File: src/rtl/umi_req_encode_pkg.sv
// Shared UMI message constants: request/response opcodes, atomic subtypes,
// host operation encoding and command word field offsets.
package umi_req_encode_pkg;

  localparam logic [7:0] UMI_REQ_READ    = 8'h01;
  localparam logic [7:0] UMI_REQ_WRITE   = 8'h03;
  localparam logic [7:0] UMI_REQ_POSTED  = 8'h05;
  localparam logic [7:0] UMI_REQ_ATOMIC  = 8'h09;
  localparam logic [7:0] UMI_RESP_READ   = 8'h02;
  localparam logic [7:0] UMI_RESP_WRITE  = 8'h04;

  localparam logic [7:0] UMI_ATOMIC_ADD  = 8'h00;
  localparam logic [7:0] UMI_ATOMIC_AND  = 8'h01;
  localparam logic [7:0] UMI_ATOMIC_OR   = 8'h02;
  localparam logic [7:0] UMI_ATOMIC_XOR  = 8'h03;
  localparam logic [7:0] UMI_ATOMIC_MAX  = 8'h04;
  localparam logic [7:0] UMI_ATOMIC_MIN  = 8'h05;
  localparam logic [7:0] UMI_ATOMIC_MAXU = 8'h06;
  localparam logic [7:0] UMI_ATOMIC_MINU = 8'h07;
  localparam logic [7:0] UMI_ATOMIC_SWAP = 8'h08;

  typedef enum logic [2:0] {
    HOST_READ   = 3'd0,
    HOST_WRITE  = 3'd1,
    HOST_POSTED = 3'd2,
    HOST_ATOMIC = 3'd3
  } host_op_e;

  localparam int unsigned CMD_OPC_LSB  = 0;
  localparam int unsigned CMD_LEN_LSB  = 8;
  localparam int unsigned CMD_SIZE_LSB = 16;

  function automatic logic [7:0] req_opcode(input logic [2:0] op);
    logic [7:0] opc;
    opc = '0;
    case (op)
      HOST_READ:   opc = UMI_REQ_READ;
      HOST_WRITE:  opc = UMI_REQ_WRITE;
      HOST_POSTED: opc = UMI_REQ_POSTED;
      HOST_ATOMIC: opc = UMI_REQ_ATOMIC;
      default:     opc = '0;
    endcase
    return opc;
  endfunction

  function automatic logic is_resp_opcode(input logic [7:0] opc);
    return (opc == UMI_RESP_READ) || (opc == UMI_RESP_WRITE);
  endfunction

endpackage

File: src/rtl/umi_req_encode_credit.sv
// Saturating up/down counter of outstanding non-posted requests, with a
// registered flag for a decrement that arrives with nothing outstanding.
module umi_credit_counter
  import umi_req_encode_pkg::*;
#(
  parameter int unsigned MAXOUT = 8,
  parameter int unsigned OW     = $clog2(MAXOUT + 1)
) (
  input  logic          clk,
  input  logic          reset,
  input  logic          inc,
  input  logic          dec,
  output logic [OW-1:0] count,
  output logic          full,
  output logic          empty,
  output logic          err_underflow
);

  logic inc_ok;
  logic dec_ok;

  assign full  = (count == OW'(MAXOUT));
  assign empty = (count == '0);

  // A decrement at zero is still legal when paired with a same-cycle
  // increment; the pair nets to no change.
  assign inc_ok = inc & ~full;
  assign dec_ok = dec & (~empty | inc_ok);

  always_ff @(posedge clk) begin
    if (reset) begin
      count         <= '0;
      err_underflow <= 1'b0;
    end else begin
      err_underflow <= dec & ~dec_ok;
      case ({inc_ok, dec_ok})
        2'b10:   count <= count + OW'(1);
        2'b01:   count <= count - OW'(1);
        default: count <= count;
      endcase
    end
  end

endmodule

File: src/rtl/umi_req_encode.sv
// Host-side UMI request encoder: builds the command word, issues it through
// a one-deep registered stage and limits outstanding non-posted requests.
module umi_req_encode
  import umi_req_encode_pkg::*;
#(
  parameter int unsigned CW     = 32,
  parameter int unsigned AW     = 64,
  parameter int unsigned DW     = 64,
  parameter int unsigned MAXOUT = 8,
  parameter int unsigned OW     = $clog2(MAXOUT + 1)
) (
  input  logic          clk,
  input  logic          reset,
  input  logic          host_valid,
  output logic          host_ready,
  input  logic [2:0]    host_op,
  input  logic [7:0]    host_atype,
  input  logic [7:0]    host_len,
  input  logic [3:0]    host_size,
  input  logic [AW-1:0] host_dstaddr,
  input  logic [AW-1:0] host_srcaddr,
  input  logic [DW-1:0] host_data,
  output logic          umi_out_valid,
  input  logic          umi_out_ready,
  output logic [CW-1:0] umi_out_cmd,
  output logic [AW-1:0] umi_out_dstaddr,
  output logic [AW-1:0] umi_out_srcaddr,
  output logic [DW-1:0] umi_out_data,
  input  logic          umi_resp_valid,
  input  logic [CW-1:0] umi_resp_cmd,
  output logic [OW-1:0] outstanding,
  output logic          err_illegal,
  output logic          err_unexpected
);

  logic          stage_free;
  logic          credit_ok;
  logic          op_illegal;
  logic          op_posted;
  logic          accept;
  logic          count_inc;
  logic          resp_ok;
  logic          resp_bad_q;
  logic          err_underflow;
  logic          cnt_full;
  logic          cnt_empty;
  logic [CW-1:0] cmd_next;

  assign op_illegal = (host_op > 3'(HOST_ATOMIC));
  assign op_posted  = (host_op == 3'(HOST_POSTED));
  assign stage_free = ~umi_out_valid | umi_out_ready;
  assign credit_ok  = ~cnt_full;
  assign host_ready = stage_free & (credit_ok | op_posted | op_illegal);
  assign accept     = host_valid & host_ready;
  assign count_inc  = accept & ~op_illegal & ~op_posted;
  assign resp_ok    = is_resp_opcode(umi_resp_cmd[7:0]);

  always_comb begin
    cmd_next = '0;
    cmd_next[CMD_OPC_LSB +: 8]  = req_opcode(host_op);
    cmd_next[CMD_LEN_LSB +: 8]  = (host_op == 3'(HOST_ATOMIC)) ? host_atype : host_len;
    cmd_next[CMD_SIZE_LSB +: 4] = host_size;
  end

  always_ff @(posedge clk) begin
    if (reset) begin
      umi_out_valid   <= 1'b0;
      umi_out_cmd     <= '0;
      umi_out_dstaddr <= '0;
      umi_out_srcaddr <= '0;
      umi_out_data    <= '0;
      err_illegal     <= 1'b0;
      resp_bad_q      <= 1'b0;
    end else begin
      err_illegal <= accept & op_illegal;
      resp_bad_q  <= umi_resp_valid & ~resp_ok;
      if (accept && !op_illegal) begin
        umi_out_valid   <= 1'b1;
        umi_out_cmd     <= cmd_next;
        umi_out_dstaddr <= host_dstaddr;
        umi_out_srcaddr <= host_srcaddr;
        umi_out_data    <= host_data;
      end else if (umi_out_ready) begin
        umi_out_valid <= 1'b0;
      end
    end
  end

  umi_credit_counter #(
    .MAXOUT (MAXOUT),
    .OW     (OW)
  ) u_credit (
    .clk           (clk),
    .reset         (reset),
    .inc           (count_inc),
    .dec           (umi_resp_valid & resp_ok),
    .count         (outstanding),
    .full          (cnt_full),
    .empty         (cnt_empty),
    .err_underflow (err_underflow)
  );

  assign err_unexpected = err_underflow | resp_bad_q;

endmodule

File: config.mk
export PLATFORM = sky130hd
export DESIGN_NAME = umi_req_encode
export DESIGN_NICKNAME = d
export VERILOG_FILES = /design/src/rtl/umi_req_encode_pkg.sv /design/src/rtl/umi_req_encode_credit.sv /design/src/rtl/umi_req_encode.sv
export SDC_FILE = /design/constraint.sdc
export NUM_CORES = 1
export LEC_CHECK = 0
export BUFFER_PORTS_ARGS = -buffer_cell sky130_fd_sc_hd__buf_2
export CAP_MARGIN = 10
export CORE_AREA = 2 2 190 192
export DETAILED_ROUTE_END_ITERATION = 12
export DIE_AREA = 0 0 192 194
export GPL_TIMING_DRIVEN = 1
export HOLD_SLACK_MARGIN = 0.06
export PLACE_DENSITY = 0.56
export SLEW_MARGIN = 20
export SYNTH_ARGS = -nofsm -noshare
export SYNTH_HDL_FRONTEND = slang
export SYNTH_SLANG_ARGS = --single-unit
File: constraint.sdc
create_clock -name clk -period 3.3 [get_ports clk]
set_input_delay 0.165 -clock clk [delete_from_list [all_inputs] [get_ports clk]]
set_output_delay 0.165 -clock clk [all_outputs]
set_load 0.01 [all_outputs]
==> summary.md <==
| Metric | Value |
|---|---|
| Area leader, netlist | dfxtp_1 |
| Final Util | 0.381 |
| Number of hold violations in the final report | 0 |
| Initial antenna violation count | 0 |
| Clock share of power | 0.432 |
| Final setup viols | 0 |
| PD cells | 484 nW/um2 |
| Top post-synthesis cells by count | 395 x nand2_1, 216 x dfxtp_1, 203 x a21oi_1 |
| Post-CTS Hold Fix Bufs | 223 |
| Crit Path Class | flip-flop to flip-flop |
| CTS HTree Levels | 1 |
| F_max | 357 MHz |
| Share of layout cells above drive strength 1 | 0.302 |
| CP arrival | 3.26 ns |
| Flop pwr share | 0.430 |
| Vias per cell | 4.22 |
| Top cell type's share of synthesized area | 0.553 |
| Worst-path maximum fanout | 7 |
| CTS Buffer Depth | 3 |
| CTS tree | built |
| Largest net degree at the start of global routing | 215 |
| GRT Total Usage | 0.144 |
| Net Sw Power | 1.61 mW |
| Die W | 192 um |
| HPWL after detailed placement | 17600 um |
| FF-to-FF path depth | 9 |
| Final nets | 1863 |
| Fill cell count | 3560 |
| Crit-path slowest cell | dfxtp_1 |
| Post-Syn Area | 7810 um2 |
| Syn. warnings | 0 |
| Number of synthesized flops with an enable pin | 0 |
| Final WL | 28500 um |
| Period utilisation layout | 0.848 |
| Vert. Die Dim | 194 um |
| Slew Limit Fails | 0 |
| Root Driver | clkbuf_16 |
| Post-CTS sizing | 0 |
| Via count | 8795 |
| P_int | 4.89 mW |
| Max rail drop VDD | 0.343 mV |
| Die area | 37200 um2 |
| Worst EP required | 3.76 ns |
| Post-route insts no fill | 2085 |
| Antenna cells | 0 |
| Routed wire per std cell | 13.6 um |
| Cell variety after synth | 35 |
| Critical Path Sink Type | flip-flop |
| DRT antenna net count | 0 |
| Clk sink count | 216 |
| Postcts setup bufs | 0 |
| Worst setup path startpoint | u_credit.count[0]$_SDFFE_PP0P_ |
| Critical Path Sink | u_credit.count[3]$_SDFFE_PP0P_ |
| CP most frequent cell | a21oi_1 |
| Main flop type after synthesis | dfxtp_1 |
| Area Growth Syn to Fin | 71.8% |
| Outcome | completed |
| GR Overflow Total | 0 |
| R2R Path End | u_credit.count[3]$_SDFFE_PP0P_ |
| Starting Density | 0.222 |
| Slew @ Worst Pin | 1.01 ns |
| Num CTS Buffers | 26 |
| Total power | 6.50 mW |
| Synth Instances | 977 |
| Placed cell count | 1817 |
| Vias in the first global route | 8849 |
| Switching portion of total power | 0.247 |
| Seq/Total Area, Yosys | 0.553 |
| Worst min path class | primary input to flip-flop |
| Ports | 484 |
| Port buffer count | 443 |
| Clk_skew | 0.0226 ns |
| R2R Path Start | u_credit.count[0]$_SDFFE_PP0P_ |
| TNS Setup | 0 ns |
| First-pass GRT wire length | 44200 um |
| Max-slew headroom | 0.327 |
| Leakage | 6.14 nW |
| RSZ-0062 raised after global routing | no |
| Clock slew at reported path FFs | 0.06 ns |
| Synth top area cells | dfxtp_1 55%, nand2_1 19%, a21oi_1 13% |
| Yosys reg bits | 216 |
| RD Place Congestion | 0.784 |
| Synth async-reset ratio | 0 |
| Hold Crit Start | host_op[1] |
| R2R setup slack | 0.50 ns |
| CP startpoint kind | flip-flop |
| Syn Area/Cell | 8.00 um2 |
| DRC errors left | 0 |
| Core Region | 35200 um2 |
| Final min period | 2.80 ns |
| Largest stage delay, worst path | 0.47 ns |
| First-pass iteration count of the detailed router | 4 |
| Number of max-cap violations | 0 |
| Initial DRC count | 307 |
| Most common cell in the netlist | nand2_1 |
| Crit path cell chain | nor4b_2 -> a2111oi_4 -> o21ai_0 -> ha_1 -> ha_1 -> a21oi_1 -> a21oi_1 -> or4_1 -> a21oi_1 |
| Row cnt | 69 |
| Latest clock arrival within the worst-skew pair | 0.53 ns |
| Share of total power in combinational logic | 0.138 |
-- layer usage --
metal  GRT usage  vias to the layer above  share of wire
met5           0                        -              0
met3      0.0335                       55          0.072
met1       0.157                     4022           0.39
met4      0.0498                        0          0.026
met2       0.270                      314           0.51
li1            -                     4404              -
-- critical path, delay by kind of cell (launching register included) --
kind | cells | cell delay (ns)
compound gates | 5 | 1.05
fa+ha+maj | 2 | 0.60
simple gates | 2 | 0.60
flops | 1 | 0.47
-- layout by cell type (no fill, tap or decap), types with 2 or more instances in the layout --
cell type / instances
dfxtp_1: 216
nand2_1: 395
inv_1: 7
mux2i_1: 8
and3_1: 2
ha_1: 3
clkbuf_16: 27
dlygate4sd3_1: 223
conb_1: 16
nor4_1: 3
clkbuf_1: 9
a21oi_1: 203
a211oi_1: 8
buf_2: 442
clkbuf_8: 6
nand2b_1: 2
nor2b_1: 2
buf_12: 5
xor2_1: 2
or4_1: 2
o21ai_0: 3
nor2_1: 15
nand3_1: 4
a31oi_1: 2
-- stage by stage --
step / hold slack (ns) / setup slack (ns) / cell area [um2]
after floorplan: 0.301 / 0.174 / 7870
after global placement: 0.405 / 0.328 / 10400
after detailed placement: 0.410 / 0.369 / 10400
final: 0.144 / 0.501 / 13400
after CTS: 0.117 / 0.502 / 13400
after global routing: 0.134 / 0.407 / 13400
-- final cells by class --
type,instances,area (um2),area share
multi-input cells,684,3100,0.231
inverters,7,26.3,0.00196
repair buffers,672,4560,0.340
flip-flops and latches,216,4320,0.322
clock inverters,3,46.3,0.00345
well taps,461,577,0.0430
clock buffers,42,792,0.0590
-- sequential cells by signal, indices dropped and copies added (netlist names) --
name and flops:
umi_out_cmd 16, u_credit.count 4, umi_out_srcaddr 64, u_credit.err_underflow 1, umi_out_dstaddr 64, resp_bad_q 1
err_illegal 1, umi_out_valid 1, umi_out_data 64
-- cells by family after synthesis --
kind of cell	count (synthesis)	synth area share
compound gates	221	0.151
xor+xnor	3	0.00336
other cells	1	0.000480
flops	216	0.553
fa+ha+maj	4	0.00737
mux	8	0.0102
simple gates	432	0.217
buf+inv	92	0.0573
-- worst min-delay path by stage --
stage                                       end  slack, ns  cells past startpoint
6_report            umi_out_cmd[2]$_SDFFE_PP0P_       0.14                      4
3_5_place_dp      umi_out_data[17]$_SDFFE_PP0P_       0.41                      3
2_1_floorplan      umi_out_cmd[16]$_SDFFE_PP0P_       0.30                      2
5_1_grt             umi_out_cmd[2]$_SDFFE_PP0P_       0.13                      4
4_1_cts             umi_out_cmd[2]$_SDFFE_PP0P_       0.12                      4
3_3_place_gp   umi_out_dstaddr[34]$_SDFFE_PP0P_       0.40                      3
-- power by group through the flow --
stage	Clock [mW]	Combinational (mW)	Sequential, mW
2_1_floorplan	0	0.292	2.91
3_3_place_gp	0	0.679	2.84
3_5_place_dp	0	0.684	2.85
4_1_cts	2.90	0.895	2.79
5_1_grt	3.02	0.983	2.81
6_report	2.81	0.897	2.79
(Power assumes the default switching activity.)
